===== src/rtl/button_pkg.sv =====
`default_nettype none
// +--------------------------------------------------------------------------+
// | button_pkg: shared press-FSM state encoding, default timing constants.   |
// | Revision: 1.0                                                            |
// +--------------------------------------------------------------------------+
package button_pkg;

    localparam int unsigned c_default_debounce_cycles = 1000000;
    localparam int unsigned c_default_repeat_delay    = 50000000;
    localparam int unsigned c_default_repeat_period   = 20000000;

    typedef enum logic [1:0] {
        RELEASED  = 2'd0,
        HELD      = 2'd1,
        REPEATING = 2'd2
    } press_state_e;

    // Counter width for a terminal count of n-1, never narrower than one bit.
    function automatic int unsigned cnt_width(input int unsigned n);
        return (n <= 2) ? 1 : $clog2(n);
    endfunction

endpackage : button_pkg
`default_nettype wire


===== src/rtl/button_conditioner_if.sv =====
`default_nettype none
// +--------------------------------------------------------------------------+
// | button_conditioner_if: raw board inputs and conditioned event outputs.   |
// | Revision: 1.0                                                            |
// +--------------------------------------------------------------------------+
interface button_conditioner_if;

    logic pushButton;
    logic slideSwitch;
    logic countPulse;
    logic buttonLevel;
    logic switchLevel;
    logic repeatActive;

    modport master (
        output pushButton,
        output slideSwitch,
        input  countPulse,
        input  buttonLevel,
        input  switchLevel,
        input  repeatActive
    );

    modport slave (
        input  pushButton,
        input  slideSwitch,
        output countPulse,
        output buttonLevel,
        output switchLevel,
        output repeatActive
    );

endinterface : button_conditioner_if
`default_nettype wire


===== src/rtl/debounce_filter.sv =====
`default_nettype none
// +--------------------------------------------------------------------------+
// | debounce_filter: 2-flop synchroniser followed by a persistence filter.   |
// | Revision: 1.0                                                            |
// +--------------------------------------------------------------------------+
module debounce_filter
    import button_pkg::*;
#(
    parameter int unsigned DEBOUNCE_CYCLES = c_default_debounce_cycles
) (
    input  logic clk,
    input  logic reset,
    input  logic raw_in,
    output logic level_out
);

    localparam int unsigned      c_cw   = cnt_width(DEBOUNCE_CYCLES);
    localparam logic [c_cw-1:0]  c_last = c_cw'(DEBOUNCE_CYCLES - 1);
    localparam logic [c_cw-1:0]  c_one  = c_cw'(1);

    logic            sync1_q;
    logic            sync2_q;
    logic            stable_q;
    logic            stable_d;
    logic [c_cw-1:0] count_q;
    logic [c_cw-1:0] count_d;

    // Any cycle of agreement restarts the persistence count from zero.
    always_comb begin
        stable_d = stable_q;
        count_d  = '0;
        if (sync2_q != stable_q) begin
            if (count_q == c_last) begin
                stable_d = sync2_q;
            end else begin
                count_d = count_q + c_one;
            end
        end
    end

    always_ff @(posedge clk or posedge reset) begin
        if (reset) begin
            sync1_q  <= 1'b0;
            sync2_q  <= 1'b0;
            stable_q <= 1'b0;
            count_q  <= '0;
        end else begin
            sync1_q  <= raw_in;
            sync2_q  <= sync1_q;
            stable_q <= stable_d;
            count_q  <= count_d;
        end
    end

    assign level_out = stable_q;

endmodule : debounce_filter
`default_nettype wire


===== src/rtl/button_conditioner.sv =====
`default_nettype none
// +--------------------------------------------------------------------------+
// | button_conditioner: debounced button/switch with press and auto-repeat   |
// | count pulses. Revision: 1.0                                              |
// +--------------------------------------------------------------------------+
module button_conditioner
    import button_pkg::*;
#(
    parameter int unsigned DEBOUNCE_CYCLES = c_default_debounce_cycles,
    parameter int unsigned REPEAT_DELAY    = c_default_repeat_delay,
    parameter int unsigned REPEAT_PERIOD   = c_default_repeat_period
) (
    input  logic                 clk,
    input  logic                 reset,
    button_conditioner_if.slave  bus
);

    localparam int unsigned c_dw = cnt_width(REPEAT_DELAY);
    localparam int unsigned c_pw = cnt_width(REPEAT_PERIOD);
    localparam int unsigned c_tw = (c_dw > c_pw) ? c_dw : c_pw;

    localparam logic [c_tw-1:0] c_delay_last  = c_tw'(REPEAT_DELAY - 1);
    localparam logic [c_tw-1:0] c_period_last = c_tw'(REPEAT_PERIOD - 1);
    localparam logic [c_tw-1:0] c_one         = c_tw'(1);

    logic            button_level;
    logic            switch_level;
    logic            level_prev_q;
    logic            w_rise;
    press_state_e    state_q;
    press_state_e    state_d;
    logic [c_tw-1:0] timer_q;
    logic [c_tw-1:0] timer_d;
    logic            pulse_q;
    logic            pulse_d;

    debounce_filter #(
        .DEBOUNCE_CYCLES (DEBOUNCE_CYCLES)
    ) u_button_filter (
        .clk       (clk),
        .reset     (reset),
        .raw_in    (bus.pushButton),
        .level_out (button_level)
    );

    debounce_filter #(
        .DEBOUNCE_CYCLES (DEBOUNCE_CYCLES)
    ) u_switch_filter (
        .clk       (clk),
        .reset     (reset),
        .raw_in    (bus.slideSwitch),
        .level_out (switch_level)
    );

    // The previous level keeps tracking while the switch is up, so a button
    // still held when the clear drops does not look like a fresh press.
    assign w_rise = button_level & ~level_prev_q;

    always_ff @(posedge clk or posedge reset) begin
        if (reset) begin
            state_q      <= RELEASED;
            timer_q      <= '0;
            pulse_q      <= 1'b0;
            level_prev_q <= 1'b0;
        end else begin
            state_q      <= state_d;
            timer_q      <= timer_d;
            pulse_q      <= pulse_d;
            level_prev_q <= button_level;
        end
    end

    // Release is tested before terminal count so it always wins.
    always_comb begin
        state_d = state_q;
        timer_d = timer_q;
        if (switch_level) begin
            state_d = RELEASED;
            timer_d = '0;
        end else begin
            case (state_q)
                RELEASED: begin
                    timer_d = '0;
                    if (w_rise) state_d = HELD;
                end
                HELD: begin
                    if (!button_level) begin
                        state_d = RELEASED;
                        timer_d = '0;
                    end else if (timer_q == c_delay_last) begin
                        state_d = REPEATING;
                        timer_d = '0;
                    end else begin
                        timer_d = timer_q + c_one;
                    end
                end
                REPEATING: begin
                    if (!button_level) begin
                        state_d = RELEASED;
                        timer_d = '0;
                    end else if (timer_q == c_period_last) begin
                        timer_d = '0;
                    end else begin
                        timer_d = timer_q + c_one;
                    end
                end
                default: begin
                    state_d = RELEASED;
                    timer_d = '0;
                end
            endcase
        end
    end

    always_comb begin
        pulse_d = 1'b0;
        if (!switch_level) begin
            case (state_q)
                RELEASED:  pulse_d = w_rise;
                HELD:      pulse_d = button_level && (timer_q == c_delay_last);
                REPEATING: pulse_d = button_level && (timer_q == c_period_last);
                default:   pulse_d = 1'b0;
            endcase
        end
    end

    assign bus.countPulse   = pulse_q & ~switch_level;
    assign bus.buttonLevel  = button_level;
    assign bus.switchLevel  = switch_level;
    assign bus.repeatActive = (state_q == REPEATING);

endmodule : button_conditioner
`default_nettype wire


===== src/flat_wrapper.sv =====
// flat-port wrapper written by rule: the top's interface ports become plain ports
module button_conditioner_flat import button_pkg::*;
#(
    parameter int unsigned DEBOUNCE_CYCLES = c_default_debounce_cycles,
    parameter int unsigned REPEAT_DELAY    = c_default_repeat_delay,
    parameter int unsigned REPEAT_PERIOD   = c_default_repeat_period
)
  (clk, reset, bus_pushButton, bus_slideSwitch, bus_countPulse, bus_buttonLevel, bus_switchLevel, bus_repeatActive);
  button_conditioner_if bus_i ();
  input  logic clk;
  input  logic reset;
  input wire logic [$bits(bus_i.pushButton)-1:0] bus_pushButton;
  input wire logic [$bits(bus_i.slideSwitch)-1:0] bus_slideSwitch;
  output wire logic [$bits(bus_i.countPulse)-1:0] bus_countPulse;
  output wire logic [$bits(bus_i.buttonLevel)-1:0] bus_buttonLevel;
  output wire logic [$bits(bus_i.switchLevel)-1:0] bus_switchLevel;
  output wire logic [$bits(bus_i.repeatActive)-1:0] bus_repeatActive;
  assign bus_i.pushButton = bus_pushButton;
  assign bus_i.slideSwitch = bus_slideSwitch;
  assign bus_countPulse = bus_i.countPulse;
  assign bus_buttonLevel = bus_i.buttonLevel;
  assign bus_switchLevel = bus_i.switchLevel;
  assign bus_repeatActive = bus_i.repeatActive;
  button_conditioner #(.DEBOUNCE_CYCLES(DEBOUNCE_CYCLES), .REPEAT_DELAY(REPEAT_DELAY), .REPEAT_PERIOD(REPEAT_PERIOD)) u_core (.clk(clk), .reset(reset), .bus(bus_i));
endmodule

===== config.mk =====
export PLATFORM = sky130hd
export DESIGN_NAME = button_conditioner_flat
export DESIGN_NICKNAME = d
export VERILOG_FILES = /design/src/rtl/button_pkg.sv /design/src/rtl/button_conditioner_if.sv /design/src/rtl/debounce_filter.sv /design/src/rtl/button_conditioner.sv /design/src/flat_wrapper.sv
export SDC_FILE = /design/constraint.sdc
export NUM_CORES = 1
export LEC_CHECK = 0
export BUFFER_PORTS_ARGS = -buffer_cell sky130_fd_sc_hd__buf_2
export CORE_AREA = 5 5 91 93
export CTS_CLUSTER_DIAMETER = 80
export DETAILED_ROUTE_END_ITERATION = 7
export DIE_AREA = 0 0 96 98
export PLACE_DENSITY_LB_ADDON = 0.08
export SETUP_SLACK_MARGIN = 0.3
export SLEW_MARGIN = 20
export SYNTH_ARGS = -nofsm -noshare
export SYNTH_HDL_FRONTEND = slang
export SYNTH_HIERARCHICAL = 1
export SYNTH_SLANG_ARGS = --single-unit

===== constraint.sdc =====
create_clock -name clk -period 4.15 [get_ports clk]
set_input_delay 0.2075 -clock clk [delete_from_list [all_inputs] [get_ports clk]]
set_output_delay 0.2075 -clock clk [all_outputs]
set_load 0.005 [all_outputs]

==> flow_summary_export.csv, run 1 <==
group,metric,value,unit
final_layout,fill_cells,692,
grt,grt_pass1_wl,12910,um
final_layout,syn2layout_area_growth,8.672,%
setup_path,crit_arrival,2.54,ns
setup_path,timing.rr.start,"u_core/timer_q[0]",
clock_tree,cts_tree,"done",
synthesis,synth_flop_cell,"dfrtp_1",
timing,layout_min_cycle_time,2.330,ns
synthesis,yosys_warnings,6,
detailed_routing,drt-pass1-iter-count,5,
detailed_routing,wl,7274,um
timing,setup_viol,0,
floorplanning,die_y,98,um
grt,grt_pass1_vias,2781,
clock_tree,numCtsBuffers,9,
final_layout,antenna_cells,0,
final_layout,finalNetCount,409,
placed_design,dp_hpwl,4961,um
timing,slew_violations,0,
floorplanning,die-area,9408,um^2
clock_tree,h-tree-depth,3,
synthesis,synth_cell_types,44,
synthesis,ys_ff_latch,76,
detailed_routing,vias_per_cell,5.667,
synthesis,synth_enable_flop_cells,0,
timing,clock_skew,0.01059,ns
clock_tree,clk_pin_slew,0.08,ns
grt,grt_use_total,17.42,%
synthesis,synth_nets,397,
timing,rsz0062_at_grt,"false",
final_layout,multi_input_area,1918,um^2
timing,fin_crit_sh,56.15,%
floorplanning,row_count,32,
detailed_routing,drtIter0Drc,87,
timing,worst_slew_pin_slew,1.037,ns
detailed_routing,wire_per_inst,14.43,um
final_layout,drive_gt1_share,9.701,%
grt,grt.overflow.total,0,
pwr,power,0.001359,W
final_layout,mostFrequentLayoutCells,"dfrtp_1 (76), nor2_1 (56), xor2_1 (32)",
flow_run,maxCapViolCount,0,
run_status,status,"finished, final reports clean",
setup_path,rr_endpoint,"u_core/timer_q[24]",
setup_path,critPathCaptureType,"flip-flop",
pwr,p_leak,1.749,nW
grt,grt_max_degree,31,
synthesis,syn-cell-area,3910,um^2
worst_hold_path,hp-class,"flip-flop to flip-flop",
setup_path,cp-endpoint,"u_core/timer_q[24]",
pwr,p_per_area,319.9,nW/um^2
timing,hold_viol_final,0,
pwr,irDropWorstVdd,0.2119,mV
clock_tree,clockRootBuffer,"clkbuf_8",
detailed_routing,postRouteAntennaNets,0,
placed_design,port_buffers,7,
clock_tree,clk_path_buf_depth,2,
setup_path,ff2ff_path_depth,6,
timing,slew_headroom,30.66,%
setup_path,cp_max_fo,25,
detailed_routing,vias,2856,
synthesis,ys_seq_area_share,48.64,%
setup_path,path_class,"flip-flop to flip-flop",
placed_design,gp_congestion,0.7643,
floorplanning,io_pins,8,
placed_design,place_area,4016,um^2
floorplanning,die_w,96,um
timing,setup_tns,0,ns
final_layout,design_area,4249,um^2
synthesis,syn_area_per_cell,10.16,um^2
final_layout,final_common_cell,"dfrtp_1",
synthesis,async_flop_share,100.0,%
synthesis,syn-instance-count,385,
floorplanning,initial_core_util,52.50,%
grt,antenna_found_initial,0,
timing,fmax,0.4292,GHz
setup_path,start_kind,"flip-flop",
setup_path,r2r_setup_slack,1.82,ns
setup_path,worstPathRequired,4.36,ns
floorplanning,core_area,7447,um^2
setup_path,startpoint,"u_core/timer_q[0]",
clock_tree,clk_latency,0.34,ns
final_layout,layout.area.seq,1902,um^2
clock_tree,cts.sinks,76,
detailed_routing,drc,0,
-- cell usage after synthesis (all sizes together) (3+ instances only) --
cell type	instances	area, um^2
and3	11	70.07
nand4	14	93.84
inv	9	33.78
dfrtp	76	1902
nor4	8	71.32
a21oi	14	70.07
nand4b	3	26.28
buf	8	52.55
xor2	32	280.3
ha	8	100.1
nor4b	4	35.03
nand3	23	140.1
nor2	56	210.2
or4	8	60.06
or3	12	75.07
nand2	29	108.9
o31ai	5	37.54
o21ai	9	45.04
nor3	8	40.04
xnor2	17	148.9
and4	11	97.59
-- metal layers --
layer	vias up	global-route usage, %	part of all wire, %	routed length, um
met5	-	0	0	0
met4	0	5.689	1.1	78
met3	6	5.316	3.6	265
met2	58	25.86	47	3409
met1	1397	24.24	48	3521
li1	1395	-	-	-
-- critical path, cell delays in order (launching register included) --
cell	delay, ns
dfrtp_1	0.43
ha_1	0.22
inv_1	0.06
or4_1	0.57
nor4_4	0.27
o32a_2	0.54
nor2_1	0.11
-- cell families after synthesis --
| family | Yosys count | synth area share (%) |
|---|---|---|
| AOI/OAI and AO/OA | 34 | 6.240 |
| DFF | 76 | 48.64 |
| and+or+nand+nor | 197 | 28.45 |
| adders and majority gates | 8 | 2.560 |
| xor gates and xnor gates | 49 | 10.98 |
| buffers and inverters | 18 | 2.304 |
| muxes | 3 | 0.8320 |
-- flip-flops by register name, summed over array words and instances, names as in the netlist --
name,count
u_core/pulse_q,1
u_core/u_switch_filter/sync2_q,1
u_core/u_button_filter/count_q,20
u_core/state_q,2
u_core/u_button_filter/level_out,1
u_core/u_switch_filter/level_out,1
u_core/u_button_filter/sync1_q,1
u_core/u_switch_filter/sync1_q,1
u_core/u_switch_filter/count_q,20
u_core/level_prev_q,1
u_core/timer_q,26
u_core/u_button_filter/sync2_q,1
-- through the flow --
step	setup WS [ns]	hold WS (ns)	instances	util (%)
2_1_floorplan	2.095	0.2094	385	-
3_3_place_gp	1.905	0.3168	485	53.93
3_5_place_dp	1.840	0.3201	485	53.93
4_1_cts	1.825	0.3505	504	57.06
5_1_grt	1.657	0.3648	504	57.06
6_report	1.820	0.3489	504	57.06
-- where the power goes --
part	internal [W]	switching, W
Combinational	0.00000966	0.0000251
Sequential	0.000747	0.00000516
Clock	0.000309	0.000264
-- area by class of cell --
| class | instances | share of cell area, % |
|---|---|---|
| inverters | 9 | 0.7951 |
| clock inverters | 4 | 1.119 |
| multi-input cells | 291 | 45.14 |
| flip-flops and latches | 76 | 44.76 |
| repair buffers | 10 | 1.531 |
| well taps | 102 | 3.004 |
| clock buffers | 12 | 3.651 |
-- how the worst min path moves through the flow --
stage,end,depth (start not counted),startpoint
6_report,u_core/u_button_filter/sync2_q,0,u_core/u_button_filter/sync1_q
5_1_grt,u_core/u_switch_filter/sync2_q,0,u_core/u_switch_filter/sync1_q
4_1_cts,u_core/u_button_filter/sync2_q,0,u_core/u_button_filter/sync1_q
3_5_place_dp,u_core/u_button_filter/sync1_q,1,bus_pushButton
3_3_place_gp,u_core/u_button_filter/sync1_q,1,bus_pushButton
2_1_floorplan,u_core/u_button_filter/count_q[0],1,reset
-- what timing repair did --
action                     CTS  global route
hold endpoints to repair    32             0
buffers inserted             0             0
hold buffers                 3             0
setup endpoints to repair    0             0
resized for setup            0             0
(Power assumes the default switching activity.)
==> run 2, diff against run 1 <==
Clock period 4.15 ns to 2.3 ns, I/O delays scaled along.
==> run 2 against run 1 <==
Compared with the run above: largest power group unchanged; via count grew 2.2%; critical path depth is the same; register-to-register slack lost 1.6 ns; largest cell class unchanged; clock power grew 54%; total power grew 70%; highest routed layer unchanged.
==> flow_summary_export.csv, run 2 (synthesized netlist as in run 1, its figures left out) <==
group,metric,value,unit
run_status,status,"finished, final reports clean",
detailed_routing,vias,2918,
timing,fin_crit_sh,89.97,%
floorplanning,row_count,32,
timing,setup_tns,0,ns
detailed_routing,wire_per_inst,15.08,um
final_layout,mostFrequentLayoutCells,"dfrtp_1 (74), nor2_1 (46), xor2_1 (32)",
grt,antenna_found_initial,0,
floorplanning,die_w,96,um
grt,grt_pass1_vias,2752,
detailed_routing,wl,7857,um
clock_tree,h-tree-depth,3,
floorplanning,die-area,9408,um^2
setup_path,start_kind,"flip-flop",
clock_tree,clk_latency,0.34,ns
final_layout,final_common_cell,"dfrtp_1",
detailed_routing,drt-pass1-iter-count,4,
timing,slew_headroom,41.11,%
clock_tree,clk_path_buf_depth,2,
final_layout,layout.area.seq,1904,um^2
detailed_routing,vias_per_cell,5.601,
grt,grt.overflow.total,0,
clock_tree,clk_pin_slew,0.08,ns
final_layout,antenna_cells,0,
timing,clock_skew,0.006391,ns
floorplanning,die_y,98,um
placed_design,gp_congestion,0.7862,
clock_tree,cts.sinks,76,
placed_design,dp_hpwl,5129,um
floorplanning,core_area,7447,um^2
setup_path,crit_arrival,2.30,ns
timing,hold_viol_final,0,
clock_tree,numCtsBuffers,9,
pwr,p_leak,1.846,nW
placed_design,port_buffers,7,
final_layout,multi_input_area,2002,um^2
worst_hold_path,hp-class,"flip-flop to flip-flop",
flow_run,maxCapViolCount,0,
final_layout,top_regs,"u_core/timer_q: 26 flops, u_core/u_button_filter/count_q: 20 flops, u_core/u_switch_filter/count_q: 20 flops",
timing,layout_min_cycle_time,2.069,ns
timing,worst_slew_pin_slew,0.8824,ns
setup_path,worstPathRequired,2.53,ns
detailed_routing,drtIter0Drc,86,
clock_tree,clockRootBuffer,"clkbuf_8",
timing,slew_violations,0,
pwr,irDropWorstVdd,0.3859,mV
pwr,power,0.002307,W
grt,grt_use_total,17.43,%
floorplanning,initial_core_util,52.50,%
final_layout,regMostFlops,"u_core/timer_q",
timing,setup_viol,0,
timing,fmax,0.4832,GHz
setup_path,path_class,"flip-flop to flip-flop",
final_layout,finalNetCount,426,
final_layout,drive_gt1_share,18.14,%
pwr,p_per_area,515.0,nW/um^2
detailed_routing,postRouteAntennaNets,0,
grt,grt_max_degree,26,
setup_path,critPathCaptureType,"flip-flop",
clock_tree,cts_tree,"done",
floorplanning,io_pins,8,
final_layout,syn2layout_area_growth,14.59,%
final_layout,fill_cells,663,
grt,grt_pass1_wl,13090,um
setup_path,cp_max_fo,6,
timing,rsz0062_at_grt,"true",
detailed_routing,drc,0,
final_layout,largest_reg_flops,26,
[run 2: where the power goes]
group / internal [W] / switching [W]
logic: 0.0000228 / 0.0000472
registers: 0.00135 / 0.0000102
clock network: 0.000390 / 0.000491
[run 2: per-stage QoR]
| step | area (um^2) | instances | util (%) | hold WS (ns) | setup WS, ns |
|---|---|---|---|---|---|
| floorplan | 3916 | 385 | - | 0.1169 | 0.3232 |
| global placement | 4103 | 494 | 55.09 | 0.2266 | 0.2331 |
| detailed placement | 4103 | 494 | 55.09 | 0.2247 | 0.1867 |
| CTS | 4317 | 515 | 57.96 | 0.3583 | 0.3005 |
| global route | 4481 | 521 | 60.16 | 0.3840 | 0.1963 |
| finish | 4481 | 521 | 60.16 | 0.3545 | 0.2306 |
[run 2: path summary, 6_finish.rpt]
path,cells after the start,start,to,slack [ns]
max,6,u_core/timer_q[16],u_core/timer_q[13],0.23
min,0,u_core/u_switch_filter/sync1_q,u_core/u_switch_filter/sync2_q,0.35
max reg2reg,6,u_core/timer_q[16],u_core/timer_q[13],0.23
min reg2reg,0,u_core/u_switch_filter/sync1_q,u_core/u_switch_filter/sync2_q,0.35
max in group asynchronous,4,reset,u_core/timer_q[7],1.20
min in group asynchronous,3,reset,u_core/timer_q[15],0.46
[run 2: final cells by class]
cell class	count	area share (%)
multi-input cells	291	44.68
flip-flops and latches	76	42.50
repair buffers	27	5.445
clock buffers	10	2.848
well taps	102	2.848
clock inverters	6	0.9215
inverters	9	0.7540
[run 2: routing by layer]
| metal | up-vias | global-route usage (%) | part of all wire (%) |
|---|---|---|---|
| met3 | 12 | 3.698 | 2.3 |
| met4 | 0 | 5.252 | 1.5 |
| met1 | 1442 | 23.73 | 48 |
| li1 | 1431 | - | - |
| met5 | - | 0 | 0 |
| met2 | 33 | 27.77 | 48 |
[run 2: worst max-delay path, cell delays in order (launching register included)]
cell and delay (ns):
dfrtp_1 0.41, nand2b_4 0.15, or4_4 0.55, nor4_4 0.33
o32a_4 0.30, clkbuf_16 0.17, nor2_1 0.05
[run 2: what timing repair did]
item                                   4_1_cts  5_1_grt
resized for setup                            0       21
pin swaps                                    1        9
setup endpoints to repair                   26       34
setup buffers                                2        3
cloned                                       0        3
hold buffers                                 3        0
endpoints found under the hold margin       20        0
==> run 3, diff against run 2 <==
Settings changed: ABC_CLOCK_PERIOD_IN_PS from default to 2300, MAX_ROUTING_LAYER from default to met4.
==> run 3 against run 2 <==
Compared with the run above: total power is essentially flat; non-clock buffer count is the same; clock power is essentially flat; register-to-register slack is essentially flat; critical path depth is the same; die area is the same; largest power group unchanged; count of clock-buffer cells in the layout is the same; worst setup slack gained 0.0042 ns; global-route usage grew 0.51 points.
==> flow_summary_export.csv, run 3 (synthesized netlist as in run 1, its figures left out) <==
group,metric,value,unit
timing,fin_crit_sh,89.79,%
setup_path,path_class,"flip-flop to flip-flop",
floorplanning,row_count,32,
setup_path,start_kind,"flip-flop",
pwr,p_leak,1.846,nW
setup_path,cp_top_family,"simple AND/OR/NAND/NOR gates",
timing,slew_violations,0,
timing,setup_viol,0,
setup_path,slowest_delay,0.55,ns
detailed_routing,vias,2894,
final_layout,multi_input_area,1999,um^2
run_status,status,"finished, final reports clean",
final_layout,fill_cells,664,
final_layout,stdcell_count,521,
pwr,cell_internal_pwr,0.001759,W
setup_path,cp_max_fo,6,
pwr,pwr-share-seq,58.8,%
pwr,p_per_area,515.0,nW/um^2
setup_path,worstPathRequired,2.53,ns
grt,antenna_found_initial,0,
grt,grt.overflow.total,0,
final_layout,final_common_cell,"dfrtp_1",
clock_tree,cts.sinks,76,
final_layout,drive_gt1_share,17.42,%
setup_path,cpMaxStageDelayCell,"or4_4",
timing,fmax,0.4842,GHz
final_layout,antenna_cells,0,
detailed_routing,drt-pass1-iter-count,4,
pwr,p_clk_share,38.1,%
placed_design,port_buffers,7,
setup_path,cp-endpoint,"u_core/timer_q[21]",
clock_tree,numCtsBuffers,9,
setup_path,crit_arrival,2.30,ns
clock_tree,clk_pin_slew,0.08,ns
grt,grt_pass1_vias,2752,
pwr,irDropWorstVdd,0.3906,mV
detailed_routing,drtIter0Drc,100,
final_layout,largest_reg_flops,26,
floorplanning,die-area,9408,um^2
grt,grt_pass1_wl,13090,um
timing,worst_slew_pin_slew,0.8926,ns
floorplanning,die_y,98,um
final_layout,layout.area.seq,1904,um^2
floorplanning,io_pins,8,
setup_path,cp_num_cells,6,
setup_path,startpoint,"u_core/timer_q[16]",
placed_design,dp_hpwl,5129,um
clock_tree,clk_latency,0.34,ns
final_layout,finalNetCount,426,
setup_path,r2r_setup_slack,0.23,ns
clock_tree,clockRootBuffer,"clkbuf_8",
final_layout,regMostFlops,"u_core/timer_q",
clock_tree,cts_tree,"done",
setup_path,crit_buf_inv,1,
detailed_routing,wl,7874,um
final_layout,top_regs,"u_core/timer_q: 26 flops, u_core/u_button_filter/count_q: 20 flops, u_core/u_switch_filter/count_q: 20 flops",
pwr,combPwrFrac,3.0,%
final_layout,syn2layout_area_growth,14.53,%
detailed_routing,wire_per_inst,15.11,um
detailed_routing,drc,0,
grt,grt_max_degree,26,
worst_hold_path,hp-class,"flip-flop to flip-flop",
pwr,switchingPower,0.0005470,W
setup_path,rr_endpoint,"u_core/timer_q[21]",
timing,setup_tns,0,ns
floorplanning,die_w,96,um
setup_path,ff2ff_path_depth,6,
clock_tree,h-tree-depth,3,
setup_path,crit_chain,"nand2b_4, or4_4, nor4_4, o32a_4, clkbuf_16, nor2_1",
timing,slew_headroom,40.43,%
placed_design,gp_congestion,0.7973,
timing,layout_min_cycle_time,2.065,ns
clock_tree,clk_path_buf_depth,2,
flow_run,maxCapViolCount,0,
timing,hold_viol_final,0,
placed_design,dpl.cell_count,494,
setup_path,timing.rr.start,"u_core/timer_q[16]",
grt,grt_use_total,17.94,%
timing,clock_skew,0.006098,ns
floorplanning,initial_core_util,52.50,%
detailed_routing,vias_per_cell,5.555,
timing,rsz0062_at_grt,"true",
pwr,switching_share,23.72,%
final_layout,mostFrequentLayoutCells,"dfrtp_1 (74), nor2_1 (49), xor2_1 (32)",
floorplanning,core_area,7447,um^2
setup_path,critPathCaptureType,"flip-flop",
detailed_routing,postRouteAntennaNets,0,
-- run 3: what timing repair did --
item	CTS	global route
gates resized for setup	0	19
hold buffers	3	0
pin swaps	1	10
endpoints found under the setup margin	26	34
gates cloned	0	3
endpoints found under the hold margin	20	0
buffers inserted	2	3
-- run 3: worst min path at each step --
| stage | startpoint | endpoint | slack, ns | cells after the start |
|---|---|---|---|---|
| after CTS | u_core/u_switch_filter/sync1_q | u_core/u_switch_filter/sync2_q | 0.36 | 0 |
| after global placement | bus_slideSwitch | u_core/u_switch_filter/sync1_q | 0.23 | 1 |
| after global routing | u_core/u_switch_filter/sync1_q | u_core/u_switch_filter/sync2_q | 0.38 | 0 |
| after detailed placement | bus_slideSwitch | u_core/u_switch_filter/sync1_q | 0.22 | 1 |
| after floorplan | reset | u_core/u_button_filter/count_q[0] | 0.12 | 1 |
| final | u_core/u_switch_filter/sync1_q | u_core/u_switch_filter/sync2_q | 0.36 | 0 |
-- run 3: per-layer routing --
metal | global-route usage (%) | up-vias | part of all wire, % | wire (um)
met2 | 27.67 | 27 | 48 | 3765
li1 | - | 1433 | - | -
met3 | 3.698 | 8 | 2.1 | 166
met1 | 23.83 | 1426 | 49 | 3860
met5 | - | - | 0 | 0
met4 | 5.252 | 0 | 1.0 | 82
-- run 3: stage by stage --
| stage | hold slack, ns | setup slack [ns] | power, W | cell area [um^2] | util [%] |
|---|---|---|---|---|---|
| detailed placement | 0.2247 | 0.1867 | 0.001452 | 4103 | 55.09 |
| global route | 0.3839 | 0.1980 | 0.002402 | 4478 | 60.13 |
| finish | 0.3566 | 0.2348 | 0.002306 | 4478 | 60.13 |
| floorplan | 0.1169 | 0.3232 | 0.001426 | 3916 | - |
| CTS | 0.3583 | 0.3005 | 0.002352 | 4317 | 57.96 |
| global placement | 0.2266 | 0.2331 | 0.001452 | 4103 | 55.09 |
-- run 3: area by class of cell --
class	instances	share of cell area (%)
Multi-Input combinational cell	291	44.65
Sequential cell	76	42.53
Timing Repair Buffer	27	5.448
Clock buffer	10	2.850
Tap cell	102	2.850
Clock inverter	6	0.9220
Inverter	9	0.7544
-- run 3: power groups by stage --
stage / clock, W / sequential (W) / combinational (W)
after detailed placement: 0 / 0.00138 / 0.0000683
after floorplan: 0 / 0.00138 / 0.0000456
after global routing: 0.000960 / 0.00136 / 0.0000826
final: 0.000879 / 0.00136 / 0.0000698
after global placement: 0 / 0.00138 / 0.0000685
after CTS: 0.000922 / 0.00136 / 0.0000729
